==> src/rtl/finv_table_arbiter.sv <==
// rtl/finv_table_arbiter.sv - round-robin arbiter sharing one registered finv lookup table among NREQ requesters
module finv_table_arbiter #(
    parameter int NREQ      = 2,
    parameter int KEY_W     = 10,
    parameter int VAL_W     = 36,
    parameter int TABLE_LAT = 1
) (
    input  logic                  clk,
    input  logic                  rst,
    input  logic [NREQ-1:0]       req_valid,
    input  logic [NREQ*KEY_W-1:0] req_key,
    output logic [NREQ-1:0]       req_ready,
    output logic [NREQ-1:0]       resp_valid,
    output logic [VAL_W-1:0]      resp_value,
    output logic [KEY_W-1:0]      table_key,
    input  logic [VAL_W-1:0]      table_value,
    output logic [1:0]            inflight
);

    localparam int PTR_W = (NREQ > 1) ? $clog2(NREQ) : 1;

    logic [PTR_W-1:0] rr_ptr;
    logic [PTR_W-1:0] grant_idx;
    logic             found;
    logic [NREQ-1:0]  accepted;
    logic             accept;
    logic [NREQ-1:0]  tag_pipe [TABLE_LAT];

    // Priority scan: distance k from rr_ptr, first valid requester wins.
    always_comb begin
        req_ready = '0;
        table_key = '0;
        grant_idx = '0;
        found     = 1'b0;
        if (!rst) begin
            for (int k = 0; k < NREQ; k++) begin
                for (int i = 0; i < NREQ; i++) begin
                    if (!found && req_valid[i] && (((int'(rr_ptr) + k) % NREQ) == i)) begin
                        found        = 1'b1;
                        req_ready[i] = 1'b1;
                        grant_idx    = PTR_W'(i);
                        table_key    = req_key[i*KEY_W +: KEY_W];
                    end
                end
            end
        end
    end

    assign accepted = req_ready & req_valid;
    assign accept   = |accepted;

    always_ff @(posedge clk) begin
        if (rst) begin
            rr_ptr     <= '0;
            resp_valid <= '0;
            resp_value <= '0;
            inflight   <= '0;
            for (int s = 0; s < TABLE_LAT; s++) begin
                tag_pipe[s] <= '0;
            end
        end else begin
            if (accept) begin
                rr_ptr <= (grant_idx == PTR_W'(NREQ - 1)) ? '0 : grant_idx + PTR_W'(1);
            end

            // Tags travel alongside the table read so the response lands with its data.
            tag_pipe[0] <= accepted;
            for (int s = 1; s < TABLE_LAT; s++) begin
                tag_pipe[s] <= tag_pipe[s-1];
            end

            resp_valid <= tag_pipe[TABLE_LAT-1];
            if (|tag_pipe[TABLE_LAT-1]) begin
                resp_value <= table_value;
            end

            if (accept && !(|resp_valid)) begin
                inflight <= inflight + 2'd1;
            end else if (!accept && (|resp_valid)) begin
                inflight <= inflight - 2'd1;
            end
        end
    end

endmodule
==> config.mk <==
export PLATFORM = sky130hd
export DESIGN_NAME = finv_table_arbiter
export DESIGN_NICKNAME = d
export VERILOG_FILES = /design/src/rtl/finv_table_arbiter.sv
export SDC_FILE = /design/constraint.sdc
export NUM_CORES = 1
export LEC_CHECK = 0
export CAP_MARGIN = 20
export CORE_ASPECT_RATIO = 0.9
export CORE_MARGIN = 1.5
export CORE_UTILIZATION = 33
export CTS_CLUSTER_DIAMETER = 40
export DETAILED_ROUTE_END_ITERATION = 10
export PLACE_DENSITY_LB_ADDON = 0.3
export SETUP_SLACK_MARGIN = 0.3
export SLEW_MARGIN = 10
export SYNTH_ARGS = -nofsm -noshare
export SYNTH_HDL_FRONTEND = slang
export SYNTH_SLANG_ARGS = --single-unit
==> constraint.sdc <==
create_clock -name clk -period 1.78 [get_ports clk]
set_input_delay 0.356 -clock clk [delete_from_list [all_inputs] [get_ports clk]]
set_output_delay 0.356 -clock clk [all_outputs]
set_load 0.1 [all_outputs]
# Yosys cells after proc, flatten, opt, wreduce, memory -nomap -nowiden
# Memories as Yosys holds them, arrays and structs flattened.
# Cells that the tools add are included.
# word_totals
ram_bits	2
mem_count	1
inputBits	60
word_cells	59
ff_bits	41
# memory_table
memory	words	word_bits	rd	rd_ports_with_merged_regs	write_ports	line_no	text
tag_pipe	1	2	1	0	1	27	logic [NREQ-1:0] tag_pipe [TABLE_LAT];
# op_classes
n_mux	26
eq_ne	1
bitwise	2
n_reduce_logical	21
n_addsub	4
# ops
op	count
32-bit logical NOT	2
10-bit two-way mux	5
1-bit two-way mux	17
1-bit logical AND	9
2-bit two-way mux	4
2-bit OR reduction	4
1-bit logical NOT	5
1-bit adder, second input constant	2
2-bit by 1-bit adder with 2-bit output, second input constant	1
2-bit bitwise AND	1
2-bit == test, second input constant	1
2-bit nonzero test	1
2-bit by 1-bit subtractor with 2-bit output, second input constant	1
1-bit bitwise AND, first input constant	1

# Logic depth before layout (Yosys ltp)
# Gate-level depths: netlist of run 1.
# depth
depth_word	25
mapped_depth	7
mapped_depth_nobuf	6

# Worst setup path before layout of run 1
# No wires, ideal clock.
# synth_timing
path_type	input -> output
start	input port rst
end	output port req_ready[0]
slack_ps	-1305
n_path_buf	1
t_required_ps	1424
cell_stages	2
arrival_ps	2729
path_cell_list	buf_2 nor3b_1
# synth_via
elab_chain_cells	1
# synth_lines
element	line_no	text
start, declared	9	input logic rst,
2-bit two-way mux	35	if (!rst) begin
end, declared	12	output logic [NREQ-1:0] req_ready,
# Every way passes these cells.

# Final worst setup path of run 1
# layout_timing
start	register rr_ptr
end	output port table_key[7]
# layout_via
elab_chain_cells	19
# layout_lines
element	line_no	text
start, declared	22	logic [PTR_W-1:0] rr_ptr;
start signal, assigned	63	rr_ptr <= (grant_idx == PTR_W'(NREQ - 1)) ? '0 : grant_idx + PTR_W'(1);
32-bit logical NOT	38	if (!found && req_valid[i] && (((int'(rr_ptr) + k) % NREQ) == i)) begin
1-bit logical AND	38	
1-bit two-way mux	38	
1-bit two-way mux	35	
1-bit logical NOT	38	
1-bit logical AND (2 in series)	38	
1-bit two-way mux	38	
1-bit two-way mux	35	
1-bit logical NOT	38	
1-bit logical AND (2 in series)	38	
1-bit two-way mux	38	
1-bit two-way mux	35	
1-bit logical NOT	38	
1-bit logical AND (2 in series)	38	
10-bit two-way mux (*)	38	
10-bit two-way mux (*)	35	
end, declared	15	output logic [KEY_W-1:0] table_key,
# Every way passes the cells marked *; elsewhere a longest branch is shown, timed or not. The select of a mux whose other input is x is not followed.

==> flow_summary_export.csv, run 1 <==
group,metric,value,unit
final_layout,n_antenna_cell,0,
floorplan,die_x,79.99,µm
logic_synthesis,synthesis.instances,210,
routing,drt_iter0_markers,54,
grt,grt_max_degree,37,
logic_synthesis,seq_area_frac_synth,48.90,%
logic_synthesis,synth-seq-cells,43,
grt,grt_pass1_vias,1894,
floorplan,die-area,5782,µm²
clock_tree,path_clk_slew,0.08,ns
logic_synthesis,yosysTopAreaCell,"dfxtp_1",
logic_synthesis,ys_types,25,
power_and_ir_drop,p_leak,1.489,nW
power_and_ir_drop,comb_power_share,43.9,%
floorplan,core_area,5192,µm²
clock_tree,cts_tree,"built",
final_layout,postLayoutCoreUtil,76.80,%
logic_synthesis,yosys-top-cells-area,"dfxtp_1, nand2_1, a21oi_1",
sta,skew,0.008388,ns
clock_tree,cts.path.max_buffers,2,
placement,place_congestion,0.7431,
sta,tightest_slew,0.4368,ns
sta,fmax,544.2,MHz
sta,rsz0062_at_grt,"yes",
routing,wirelength,5991,µm
final_layout,drive_above_1_share,41.19,%
placement,place_inst,388,
placement,place_area,3626,µm²
setup_path,crit_type,"reg -> out",
power_and_ir_drop,power_frac_seq,33.8,%
power_and_ir_drop,power,3.266,mW
final_layout,layout.nets,396,
placement,portBuffers,111,
logic_synthesis,synth_compound_area_share,18.55,%
logic_synthesis,syn_avg_cell_area,8.383,µm²
logic_synthesis,synthAdderAreaFrac,0.7107,%
floorplan,initial_core_util,33.90,%
power_and_ir_drop,ir_drop,0.5592,mV
logic_synthesis,synth_top_area_share,48.90,%
sta,finalHoldViolCount,0,
clock_tree,h-tree-depth,2,
logic_synthesis,synth_top_family_by_area,"simple AND/OR/NAND/NOR gates",
routing,wl_per_cell,14.90,µm
routing,vias,1891,
power_and_ir_drop,power.switching,1.251,mW
routing,postRouteAntennaNets,0,
routing,drc,0,
sta,worst_slack,-0.05753,ns
grt,antenna_found_initial,0,
placement,dpl.hpwl,4195,µm
final_layout,synthToLayoutAreaGrowth,126.5,%
logic_synthesis,synth-simple-area-share,24.52,%
power_and_ir_drop,powerDensity,819.0,nW/µm²
setup_path,cp-start-kind,"flop",
flow_run,max_cap_violations,0,
final_layout,layout.cells.non_filler,402,
floorplan,io_pins,112,
sta,period_minus_slack,1.838,ns
power_and_ir_drop,clkPwrFrac,22.3,%
power_and_ir_drop,p_int,2.014,mW
status,violations,"setup timing",
setup_path,cp.required,1.42,ns
placement,dpl_worst_slack,-0.2746,ns
clock_tree,cts.sinks,43,
logic_synthesis,synth_mux_area_share,0,%
grt,grt_use_total,21.56,%
sta,relSlewSlack,70.88,%
status,status,"finished, violations left",
setup_path,cp_max_fo,5,
grt,grt_pass1_wl,9611,µm
sta,fin_hold_ws,0.3683,ns
routing,first_pass_iters,6,
sta,period_share,103.2,%
clock_tree,numCtsBuffers,5,
power_and_ir_drop,swShare,38.32,%
sta,setup_viol,10,
min_path,hold_path.class,"in -> reg",
floorplan,rows,25,
clock_tree,clock-root-buffer,"clkbuf_8",
final_layout,final_area,3988,µm²
setup_path,cp.arrival,1.48,ns
grt,grt_overflow,0,
clock_tree,insertion_delay,0.29,ns
logic_synthesis,synth_fp_nets,271,
sta,fin_tns_setup,-0.3984,ns
logic_synthesis,synth-xor-area-share,0.9950,%
logic_synthesis,ys_warn_count,0,
setup_path,endpoint_kind,"primary output",
logic_synthesis,syn_area,1760,µm²
routing,viasPerCell,4.704,
floorplan,die_h,72.29,µm
sta,drv_slew,0,
what timing repair did:
action / in CTS / in global routing
hold buffers: 0 / 0
gates resized for setup: 27 / 3
pin swaps: 8 / 6
gates cloned: 2 / 0
endpoints found under the setup margin: 14 / 13
buffers inserted: 5 / 0
Yosys cell counts, drive strengths merged:
library cell,n
nand2b,1
nor2b,2
nor3b,2
o21ai,1
a21boi,1
nand2,73
clkbuf,2
nor3,1
dfxtp,43
and2,1
or3,1
xor2,2
a32oi,10
nor2,18
ha,1
or2,1
a21oi,37
buf,13
power by group through the flow:
stage	sequential, mW	clock, mW	combinational (mW)
floorplan	1.54	0	0.398
global placement	1.12	0	1.33
detailed placement	1.12	0	1.35
CTS	1.10	0.741	1.43
global route	1.11	0.783	1.49
finish	1.10	0.728	1.43
worst paths after layout:
path                       from       endpoint  slack [ns]  cells past startpoint
setup / recovery         rr_ptr   table_key[7]       -0.06                      6
hold / removal              rst    inflight[1]        0.37                      2
setup reg to reg  resp_valid[1]    inflight[1]        0.45                      4
hold reg to reg   resp_value[5]  resp_value[5]        0.49                      2
worst max-delay path, cell delays in order, from the launching register on:
cell	delay [ns]
dfxtp_4	0.37
a21boi_4	0.19
buf_6	0.13
buf_12	0.11
a32oi_4	0.06
nor2_4	0.14
buf_12	0.18
layout by cell type (no fill, tap or decap):
| master | synthesis | layout |
|---|---|---|
| or3_1 | 1 | 1 |
| nor2_4 | 1 | 14 |
| xor2_1 | 2 | 1 |
| a21boi_4 | 0 | 1 |
| buf_12 | 1 | 54 |
| a32oi_4 | 0 | 5 |
| dfxtp_1 | 43 | 39 |
| xor2_2 | 0 | 1 |
| clkbuf_8 | 0 | 5 |
| dfxtp_4 | 0 | 3 |
| buf_4 | 0 | 14 |
| nand2b_4 | 0 | 2 |
| nor3_1 | 1 | 1 |
| nand2_1 | 63 | 62 |
| clkdlybuf4s50_1 | 0 | 56 |
| and2_4 | 0 | 1 |
| ha_4 | 0 | 1 |
| a32oi_2 | 0 | 5 |
| bufinv_16 | 0 | 1 |
| nand2_4 | 0 | 1 |
| dfxtp_2 | 0 | 1 |
| nor2b_1 | 2 | 2 |
| clkdlybuf4s15_2 | 0 | 1 |
| buf_6 | 1 | 4 |
| buf_16 | 0 | 1 |
| a21oi_2 | 10 | 10 |
| nand2_2 | 10 | 10 |
| a21oi_1 | 27 | 27 |
| nor2_1 | 17 | 4 |
| buf_2 | 7 | 2 |
| clkbuf_1 | 2 | 1 |
| or2_1 | 1 | 1 |
| nor3b_1 | 2 | 1 |
| nor3b_4 | 0 | 1 |
| o21ai_0 | 1 | 1 |
kinds of logic after synthesis:
| group | count (synthesis) |
|---|---|
| and+or+nand+nor | 100 |
| adders and majority gates | 1 |
| DFF | 43 |
| AOI/OAI and AO/OA | 49 |
| buffers and inverters | 15 |
| xor gates and xnor gates | 2 |
sequential cells by signal (all words and copies together), names as in the netlist:
signal,cells
tag_pipe,2
inflight,2
rr_ptr,1
resp_valid,2
resp_value,36
per-layer routing:
layer  part of all wire (%)  track usage (%)
met1                     39            24.34
met5                      0                0
met2                     55            39.31
met3                    4.4            6.289
met4                    1.6            6.130
cell type report:
cell class / instances / area (µm²)
Timing Repair Buffer: 132 / 1841
Fill cell: 325 / 1205
Multi-Input combinational cell: 153 / 1087
Sequential cell: 43 / 873.3
Tap cell: 67 / 83.83
Clock buffer: 6 / 72.57
Clock inverter: 1 / 30.03
Note: power is estimated with default switching activity, not from simulation.
==> run 2, diff against run 1 <==
--- a/config.mk
+++ b/config.mk
@@ -5,8 +5,6 @@
 export SDC_FILE = /design/constraint.sdc
 export NUM_CORES = 1
 export LEC_CHECK = 0
-export CAP_MARGIN = 20
-export CORE_ASPECT_RATIO = 0.9
 export CORE_MARGIN = 1.5
 export CORE_UTILIZATION = 33
 export CTS_CLUSTER_DIAMETER = 40
==> run 2 against run 1 <==
Net effect: the run now ends clean; core utilization up 1.3 points; critical path depth down 2; cell count up 1.0%; die area about the same; sequential share of layout area down 0.14 points; largest power group unchanged; maximum frequency up 5.3%; non-clock buffer count unchanged; cell area up 0.63%; flip-flop and latch count unchanged; hold slack better by 0.12 ns; critical endpoint unchanged; combinational power about the same; via count up 0.32%.
==> flow_summary_export.csv, run 2 (synthesized netlist as in run 1, its figures left out) <==
group,metric,value,unit
sta,finalHoldViolCount,0,
min_path,hold_depth,2,
setup_path,r2r_start,"resp_valid[1]",
grt,grt_pass1_vias,1983,
sta,worst_slack,0.03542,ns
floorplan,die_x,76.04,µm
grt,antenna_found_initial,0,
min_path,min_to,"resp_value[21]",
setup_path,endpoint_kind,"primary output",
sta,fmax,573.2,MHz
final_layout,n_antenna_cell,0,
routing,first_pass_iters,4,
min_path,worstHoldStart,"resp_value[21]",
power_and_ir_drop,p_leak,1.510,nW
final_layout,synthToLayoutAreaGrowth,127.9,%
clock_tree,clock-root-buffer,"clkbuf_8",
sta,drv_slew,0,
sta,fin_tns_setup,0,ns
clock_tree,cts.path.max_buffers,2,
placement,dpl.hpwl,3885,µm
final_layout,layout_commonest_cell,"nand2_1",
sta,setup_viol,0,
final_layout,largest_reg_flops,36,
clock_tree,insertion_delay,0.29,ns
floorplan,core_area,5140,µm²
placement,place_inst,389,
sta,period_minus_slack,1.745,ns
clock_tree,path_clk_slew,0.07,ns
setup_path,crit_type,"reg -> out",
min_path,hold_path.class,"reg -> reg",
final_layout,final_area,4013,µm²
power_and_ir_drop,powerDensity,835.1,nW/µm²
placement,place_area,3640,µm²
grt,grt_pass1_wl,9694,µm
routing,viasPerCell,4.672,
power_and_ir_drop,power,3.351,mW
status,status,"finished, final reports clean",
floorplan,die-area,5782,µm²
routing,wirelength,5841,µm
setup_path,reg2reg_setup_slack,0.43,ns
power_and_ir_drop,ir_drop,0.4870,mV
clock_tree,numCtsBuffers,5,
setup_path,cp_max_fo,6,
floorplan,die_h,76.04,µm
floorplan,initial_core_util,34.25,%
setup_path,cp.arrival,1.39,ns
final_layout,layout.nets,396,
grt,grt_overflow,0,
setup_path,timing.rr.end,"inflight[1]",
final_layout,regMostFlops,"resp_value",
final_layout,layout.cells.non_filler,406,
setup_path,rr_worst_depth,5,
setup_path,crit_start,"rr_ptr",
setup_path,cp.required,1.42,ns
setup_path,path_cells,"nand2b_4 > a32oi_2 > nor2_4 > buf_12",
clock_tree,h-tree-depth,2,
clock_tree,cts_tree,"built",
routing,postRouteAntennaNets,0,
clock_tree,cts.sinks,43,
final_layout,layout_common_cells,"nand2_1, buf_12, clkdlybuf4s50_1",
sta,skew,0.009873,ns
setup_path,crit_path_top_delay_cell,"dfxtp_4",
floorplan,io_pins,112,
placement,dpl_worst_slack,-0.2471,ns
routing,drc,0,
sta,tightest_slew,0.3503,ns
sta,rsz0062_at_grt,"yes",
flow_run,max_cap_violations,0,
floorplan,rows,26,
clock_tree,holdBufCountCts,0,
routing,vias,1897,
routing,drt_iter0_markers,56,
routing,wl_per_cell,14.39,µm
placement,place_congestion,0.6926,
final_layout,drive_above_1_share,41.67,%
setup_path,slowest_delay,0.37,ns
setup_path,cp-start-kind,"flop",
grt,grt_max_degree,35,
grt,grt_use_total,20.44,%
placement,portBuffers,111,
sta,period_share,98.01,%
sta,relSlewSlack,76.59,%
## run 2: final cells by class
type                    instances  area (µm²)
clock buffers                   7       97.59
clock inverters                 1       30.03
fillers                       339        1127
multi-input cells             153        1069
flip-flops and latches         43       873.3
well taps                      70       87.58
repair buffers                132        1856
## run 2: timing repair
action / CTS / global route
gates resized for setup: 24 / 6
cloned: 1 / 0
setup buffers: 7 / 1
pin swaps: 15 / 11
endpoints found under the setup margin: 14 / 13
## run 2: through the flow
stage | hold WS (ns) | util [%]
floorplan | 0.4773 | -
global placement | 0.4752 | 70.81
detailed placement | 0.4835 | 70.81
CTS | 0.4952 | 77.51
global route | 0.5132 | 78.07
finish | 0.4893 | 78.07
## run 2: layer usage
metal | vias to the layer above | GRT usage (%) | part of all wire [%]
met5 | - | 0 | 0
met4 | 0 | 3.889 | 0.82
met3 | 6 | 5.389 | 6.3
met2 | 77 | 37.84 | 52
met1 | 864 | 23.74 | 41
li1 | 950 | - | -
## run 2: worst max-delay path by stage
| stage | to | slack [ns] | depth (start not counted) |
|---|---|---|---|
| 6_report | table_key[7] | 0.04 | 4 |
| 5_1_grt | table_key[7] | -0.01 | 5 |
| 4_1_cts | table_key[8] | 0.05 | 5 |
| 3_5_place_dp | inflight[1] | -0.25 | 8 |
| 3_3_place_gp | inflight[1] | -0.23 | 8 |
| 2_1_floorplan | req_ready[0] | 0.07 | 2 |
## run 2: worst max-delay path: cells and delay by family (launching register included)
| family | cells | cell delay [ns] |
|---|---|---|
| AND/OR/NAND/NOR | 2 | 0.26 |
| AO/OA/AOI/OAI | 1 | 0.31 |
| flip-flops | 1 | 0.37 |
| buffers and inverters | 1 | 0.17 |
## run 2: where the power goes
part,leakage [nW],internal (mW),switching (mW)
combinational,1.09,0.574,0.855
sequential,0.356,1.03,0.0767
clock,0.0636,0.504,0.312
